--- src/rtl/seven_seg_scan_n.sv ---
// seven_seg_scan_n
//   Multiplexed N-digit seven-segment driver with hex decode, per-digit
//   decimal points and blanking, leading-zero suppression and PWM brightness.
//   All display inputs are captured into shadow registers once per frame so a
//   frame never mixes old and new values.
//
// Ports
//   cu_clk          system clock
//   reset           asynchronous active-high reset
//   digits          4*DIGITS bits, nibble i -> digit i (digit 0 rightmost)
//   dp              decimal point enable per digit
//   blank           force digit dark (dp included)
//   lz_suppress     enable leading-zero suppression
//   brightness      lit slots per digit dwell, 0 = off
//   frame_tick      one-cycle pulse following each shadow load
//   io_7seg_select  digit enables (at most one active)
//   io_7seg         bit0..6 = segments a..g, bit7 = dp
module seven_seg_scan_n #(
    parameter int DIGITS      = 4,
    parameter int SLOT_CYCLES = 6250,
    parameter int BRIGHT_W    = 4,
    parameter int ACTIVE_LOW  = 1
) (
    input  logic                  cu_clk,
    input  logic                  reset,
    input  logic [4*DIGITS-1:0]   digits,
    input  logic [DIGITS-1:0]     dp,
    input  logic [DIGITS-1:0]     blank,
    input  logic                  lz_suppress,
    input  logic [BRIGHT_W-1:0]   brightness,
    output logic                  frame_tick,
    output logic [DIGITS-1:0]     io_7seg_select,
    output logic [7:0]            io_7seg
);

    localparam int PRE_W = (SLOT_CYCLES > 1) ? $clog2(SLOT_CYCLES) : 1;
    localparam int DIG_W = (DIGITS > 1) ? $clog2(DIGITS) : 1;
    localparam logic              INV     = (ACTIVE_LOW != 0);
    localparam logic [7:0]        SEG_OFF = INV ? 8'hFF : 8'h00;
    localparam logic [DIGITS-1:0] SEL_OFF = INV ? '1 : '0;

    function automatic logic [6:0] hex7(input logic [3:0] v);
        logic [6:0] s;
        case (v)
            4'h0: s = 7'h3F;  4'h1: s = 7'h06;  4'h2: s = 7'h5B;  4'h3: s = 7'h4F;
            4'h4: s = 7'h66;  4'h5: s = 7'h6D;  4'h6: s = 7'h7D;  4'h7: s = 7'h07;
            4'h8: s = 7'h7F;  4'h9: s = 7'h6F;  4'hA: s = 7'h77;  4'hB: s = 7'h7C;
            4'hC: s = 7'h39;  4'hD: s = 7'h5E;  4'hE: s = 7'h79;  default: s = 7'h71;
        endcase
        return s;
    endfunction

    // Scan state
    logic [PRE_W-1:0]    pre_q, pre_d;
    logic [BRIGHT_W-1:0] slot_q, slot_d;
    logic [DIG_W-1:0]    dig_q, dig_d;
    logic                load_pending_q, load_pending_d;
    logic                frame_tick_q, frame_tick_d;

    // Shadow registers
    logic [4*DIGITS-1:0] sh_digits_q, sh_digits_d;
    logic [DIGITS-1:0]   sh_dp_q, sh_dp_d;
    logic [DIGITS-1:0]   sh_blank_q, sh_blank_d;
    logic                sh_lz_q, sh_lz_d;
    logic [BRIGHT_W-1:0] sh_bright_q, sh_bright_d;

    // Output registers, stored in pin polarity
    logic [7:0]          seg_q, seg_d;
    logic [DIGITS-1:0]   sel_q, sel_d;

    logic                load;
    logic [DIGITS-1:0]   sup;
    logic                run;
    logic                lit;
    logic [3:0]          nib;
    logic [7:0]          seg_ah;
    logic [DIGITS-1:0]   sel_ah;

    // Counters and shadow load
    always_comb begin
        pre_d          = pre_q;
        slot_d         = slot_q;
        dig_d          = dig_q;
        load_pending_d = 1'b0;
        load           = 1'b0;
        sh_digits_d    = sh_digits_q;
        sh_dp_d        = sh_dp_q;
        sh_blank_d     = sh_blank_q;
        sh_lz_d        = sh_lz_q;
        sh_bright_d    = sh_bright_q;

        if (load_pending_q) begin
            // Counters hold on the post-reset load edge so the first frame
            // starts cleanly at digit 0, slot 0 with valid shadows.
            load = 1'b1;
        end else if (pre_q == PRE_W'(SLOT_CYCLES - 1)) begin
            pre_d  = '0;
            slot_d = slot_q + 1'b1;
            if (slot_q == '1) begin
                if (dig_q == DIG_W'(DIGITS - 1)) begin
                    dig_d = '0;
                    load  = 1'b1;
                end else begin
                    dig_d = dig_q + 1'b1;
                end
            end
        end else begin
            pre_d = pre_q + 1'b1;
        end

        frame_tick_d = load;
        if (load) begin
            sh_digits_d = digits;
            sh_dp_d     = dp;
            sh_blank_d  = blank;
            sh_lz_d     = lz_suppress;
            sh_bright_d = brightness;
        end
    end

    // Lit decision and decode for the current digit
    always_comb begin
        sup = '0;
        run = 1'b1;
        // Walk from the most significant digit down; a digit is suppressed
        // while every nibble from the top down to it is zero. Digit 0 excluded.
        for (int unsigned k = 0; k + 1 < DIGITS; k++) begin
            run = run & (sh_digits_q[4*(DIGITS-1-k) +: 4] == 4'h0);
            sup[DIGITS-1-k] = sh_lz_q & run;
        end

        nib    = sh_digits_q[dig_q*4 +: 4];
        lit    = (slot_q < sh_bright_q) && !sh_blank_q[dig_q] &&
                 (!sup[dig_q] || sh_dp_q[dig_q]);
        seg_ah = '0;
        sel_ah = '0;
        if (lit) begin
            seg_ah = {sh_dp_q[dig_q], sup[dig_q] ? 7'h00 : hex7(nib)};
            sel_ah[dig_q] = 1'b1;
        end
        seg_d = INV ? ~seg_ah : seg_ah;
        sel_d = INV ? ~sel_ah : sel_ah;
    end

    always_ff @(posedge cu_clk or posedge reset) begin
        if (reset) begin
            pre_q          <= '0;
            slot_q         <= '0;
            dig_q          <= '0;
            load_pending_q <= 1'b1;
            frame_tick_q   <= 1'b0;
            sh_digits_q    <= '0;
            sh_dp_q        <= '0;
            sh_blank_q     <= '0;
            sh_lz_q        <= 1'b0;
            sh_bright_q    <= '0;
            seg_q          <= SEG_OFF;
            sel_q          <= SEL_OFF;
        end else begin
            pre_q          <= pre_d;
            slot_q         <= slot_d;
            dig_q          <= dig_d;
            load_pending_q <= load_pending_d;
            frame_tick_q   <= frame_tick_d;
            sh_digits_q    <= sh_digits_d;
            sh_dp_q        <= sh_dp_d;
            sh_blank_q     <= sh_blank_d;
            sh_lz_q        <= sh_lz_d;
            sh_bright_q    <= sh_bright_d;
            seg_q          <= seg_d;
            sel_q          <= sel_d;
        end
    end

    assign frame_tick     = frame_tick_q;
    assign io_7seg        = seg_q;
    assign io_7seg_select = sel_q;

endmodule

--- config.mk ---
export PLATFORM = sky130hd
export DESIGN_NAME = seven_seg_scan_n
export DESIGN_NICKNAME = d
export VERILOG_FILES = /design/src/rtl/seven_seg_scan_n.sv
export SDC_FILE = /design/constraint.sdc
export NUM_CORES = 1
export LEC_CHECK = 0
export ABC_CLOCK_PERIOD_IN_PS = 3100
export CAP_MARGIN = 15
export CORE_MARGIN = 2
export CORE_UTILIZATION = 55
export DETAILED_ROUTE_END_ITERATION = 8
export PLACE_DENSITY = 0.87
export SLEW_MARGIN = 20
export SYNTH_ARGS = -nofsm -noshare
export SYNTH_HDL_FRONTEND = slang
export SYNTH_SLANG_ARGS = --single-unit
--- constraint.sdc ---
create_clock -name cu_clk -period 3.1 [get_ports cu_clk]
set_clock_uncertainty 0.2 [all_clocks]
set_input_delay 0.465 -clock cu_clk [delete_from_list [all_inputs] [get_ports cu_clk]]
set_output_delay 0.465 -clock cu_clk [all_outputs]
set_load 0.02 [all_outputs]
==> summary.md <==
| Metric | Value |
|---|---|
| IO Port Bufs | `43` |
| Data required time at the worst endpoint | `roughly 3.1 ns` |
| Maxcap violations | `0` |
| Placed instance count | `351` |
| Synth cell types | `51` |
| Final ANT Viol Nets | `0` |
| Top cells by area, synth | `dfrtp_1 38%, mux2_4 14%, dfstp_2 11%` |
| Starting Density | `57.6%` |
| Yosys top cell by area | `dfrtp_1` |
| Number of setup violations in the final report | `0` |
| Net count, final | `337` |
| Post-Synth XOR/XNOR Area | `2.45%` |
| Die area | `around 0.0065 mm^2` |
| Maximum vdd drop | `370 uV` |
| DRT iter0 DRCs | `180` |
| Avg WL per Cell | `about 15 um` |
| Root Driver | `clkbuf_8` |
| Clk_lat worst skew | `approximately 0.34 ns` |
| Max stage delay on crit path | `~0.75 ns` |
| CTS tree | `done` |
| CP cell instances | `mux4_1 -> ha_1 -> mux2_4 -> mux2i_1 -> nand3_1` |
| Routed via count | `about 2,000` |
| Clock-pin slew on the worst setup and hold paths | `~0.07 ns` |
| Cell Pwr Density | `531 mW/mm^2` |
| HP Class | `reg -> reg` |
| Largest net degree at the start of global routing | `63` |
| Post-synthesis adder-cell area fraction | `6.23%` |
| RSZ-0062 raised after global routing | `false` |
| Core footprint | `0.00557 mm^2` |
| Maximum clock rate | `404 MHz` |
| H-tree depth | `3` |
| Vias per std cell | `5.49` |
| Fin Setup TNS | `0 ns` |
| Routed WL | `~5600 um` |
| Gp weighted congestion | `roughly 0.81` |
| Post-Syn Area | `0.00321 mm^2` |
| Period utilization | `between 70% and 80%` |
| Die height | `80.4 um` |
| Area Growth Syn to Fin | `20.8%` |
| Slowest CP cell | `mux4_1` |
| Status | `finished, final reports clean` |
| 1st-pass router iterations | `4` |
| Overflow after GRT | `0` |
| Leakage power | `between 1.5 and 2 nW` |
| Worst rel slew slack | `around half` |
| Warnings, synthesis | `0` |
| CP Class | `reg -> reg` |
| Worst EP arrival | `2.51 ns` |
| Seq/Total Area, Yosys | `48.8%` |
| Fin util | `roughly 70%` |
| Die X-Extent | `around 80 um` |
| Share of the synthesized area in the top cell type | `38.2%` |
| Number of post-CTS setup repair buffers | `0` |
| Syn Nets | `290` |
| Vias in the first global route | `2,004` |
| Row count | `27` |
| Layout cell share with drive strength beyond 1 | `25.4%` |
| GR Util All Layers | `between 15 and 20%` |
| CTS Buffer Depth | `2` |
| Worst Path Buf+Inv | `0` |
| CP endpoint kind | `register` |
| Cells after Synth | `243` |
| Post-CTS Hold Fix Bufs | `0` |
| Layout Cells excl Fill | `367` |
| Dpl hpwl | `4010 um` |
| Synth Area per Inst | `approximately 13 um^2` |
| Multiplexer area fraction after synthesis | `20.6%` |
| Largest family of logic cells by synthesized area | `multiplexers` |
| Post-synthesis compound-gate area fraction | `~6.0%` |
| Global-route wire length before repair | `9400 um` |
| CP Max Fanout | `13` |
| Max-slew violation count | `0` |
| Final Hold Viols | `0` |
| CP Launch Type | `register` |
| Async SR Flop Fraction | `100%` |
| Most used flip-flop cell after synthesis | `dfrtp_1` |
| Clock sink count | `62` |
| Crit path time final | `2.48 ns` |
| Simple-gate portion of the synthesized area | `11.5%` |
| Initial antenna violation count | `0` |
| Number of buffers created by CTS | `9` |
| I/O pins | `44` |
| Ant. Diodes | `0` |
| CP delay by family, top | `multiplexers` |
| Count of flip-flops with a built-in enable after synthesis | `0` |
| Post-CTS Resized | `0` |
| Slew @ Worst Pin | `between 0.7 and 0.8 ns` |
| Register bit total from synthesis | `62` |
| DRC errors left | `0` |
[cell families after synthesis]
kind of cell	Yosys count
AO/OA/AOI/OAI	25
adder cells (fa/ha/maj)	16
multiplexers	42
AND/OR/NAND/NOR	63
flip-flops	62
XOR/XNOR	9
buffers and inverters	25
other	1
[cell type report]
class | instances | area [um^2]
clock buffers | 9 | 124
inverters | 15 | 56.3
fillers | 388 | 1700
clock inverters | 7 | 81.3
flip-flops and latches | 62 | 1570
repair buffers | 46 | 453
well taps | 72 | 90.1
multi-input cells | 156 | 1510
[synth_stat cells, types with 2 or more instances]
cell type   n
nand3_1    11
buf_6       5
nor2b_1     2
inv_1      15
o21ai_0     3
nand4_1     6
mux4_1      3
ha_1       16
nor4_1      4
dfrtp_1    49
nor2_1      9
xor2_1      6
o21bai_1    4
and2_1      2
nor3_1      3
a21oi_1     3
o21a_1      2
a21o_1      2
mux4_2      3
clkbuf_1    2
o31ai_1     2
mux2_4     30
mux2i_1     2
buf_2       2
and3_1      3
a22o_1      2
mux2_2      4
xnor2_1     3
dfstp_2    13
a22oi_1     2
and2_2      2
nand2_1     7
and4b_1     2
nor4b_1     2
[state kept, by name, summed over array words and instances (netlist names)]
register / count
sh_dp_q: 4
pre_q: 13
sh_bright_q: 4
io_7seg_select: 4
io_7seg: 8
frame_tick: 1
sh_lz_q: 1
load_pending_q: 1
dig_q: 2
sh_blank_q: 4
slot_q: 4
sh_digits_q: 16
[layer usage]
layer | wire length [um] | share of wire (%) | vias up | track usage [%]
met5 | 0 | 0 | - | 0
li1 | - | - | 962 | -
met2 | 2670 | 48 | 58 | 30.2
met4 | 73 | 1.3 | 0 | 6.61
met1 | 2570 | 46 | 990 | 26.7
met3 | 261 | 4.7 | 6 | 4.83
[placed cells by master (no fill, tap or decap), types with 4 or more instances in the layout]
master and n:
o21bai_1 4, dfrtp_1 49, nand4_1 6, dfstp_2 13, mux2_4 30, inv_1 14, nand3_1 11, clkbuf_8 9
ha_1 16, xor2_1 6, mux2_2 4, nand2_1 7, nor4_1 4, clkdlybuf4s50_1 43, nor2_1 9
[through the flow]
stage | power (mW) | worst slack (ns) | instance area [um^2] | hold slack [ns]
global placement | 1.34 | 0.738 | 3670 | 0.285
global route | 2.16 | 0.477 | 3880 | 0.311
CTS | 2.08 | 0.603 | 3880 | 0.305
floorplan | 1.23 | 0.915 | 3210 | 0.264
finish | 2.06 | 0.624 | 3880 | 0.301
detailed placement | 1.36 | 0.638 | 3670 | 0.294
[power breakdown]
part	internal, mW	switching, mW
Sequential	0.910	0.0774
Clock	0.380	0.335
Combinational	0.207	0.152
Total	1.50	0.565
[worst paths after layout]
path,from,endpoint,slack [ns],depth (start not counted)
min,slot_q[3]$_DFFE_PP0P_,slot_q[3]$_DFFE_PP0P_,0.30,1
min in group asynchronous,reset,pre_q[10]$_DFFE_PP0N_,0.47,3
max in group asynchronous,reset,sh_blank_q[0]$_DFFE_PP0P_,1.75,3
max,dig_q[0]$_DFFE_PP0P_,io_7seg[3]$_DFF_PP1_,0.62,5
min reg2reg,slot_q[3]$_DFFE_PP0P_,slot_q[3]$_DFFE_PP0P_,0.30,1
max reg2reg,dig_q[0]$_DFFE_PP0P_,io_7seg[3]$_DFF_PP1_,0.62,5
(Power assumes the default switching activity.)
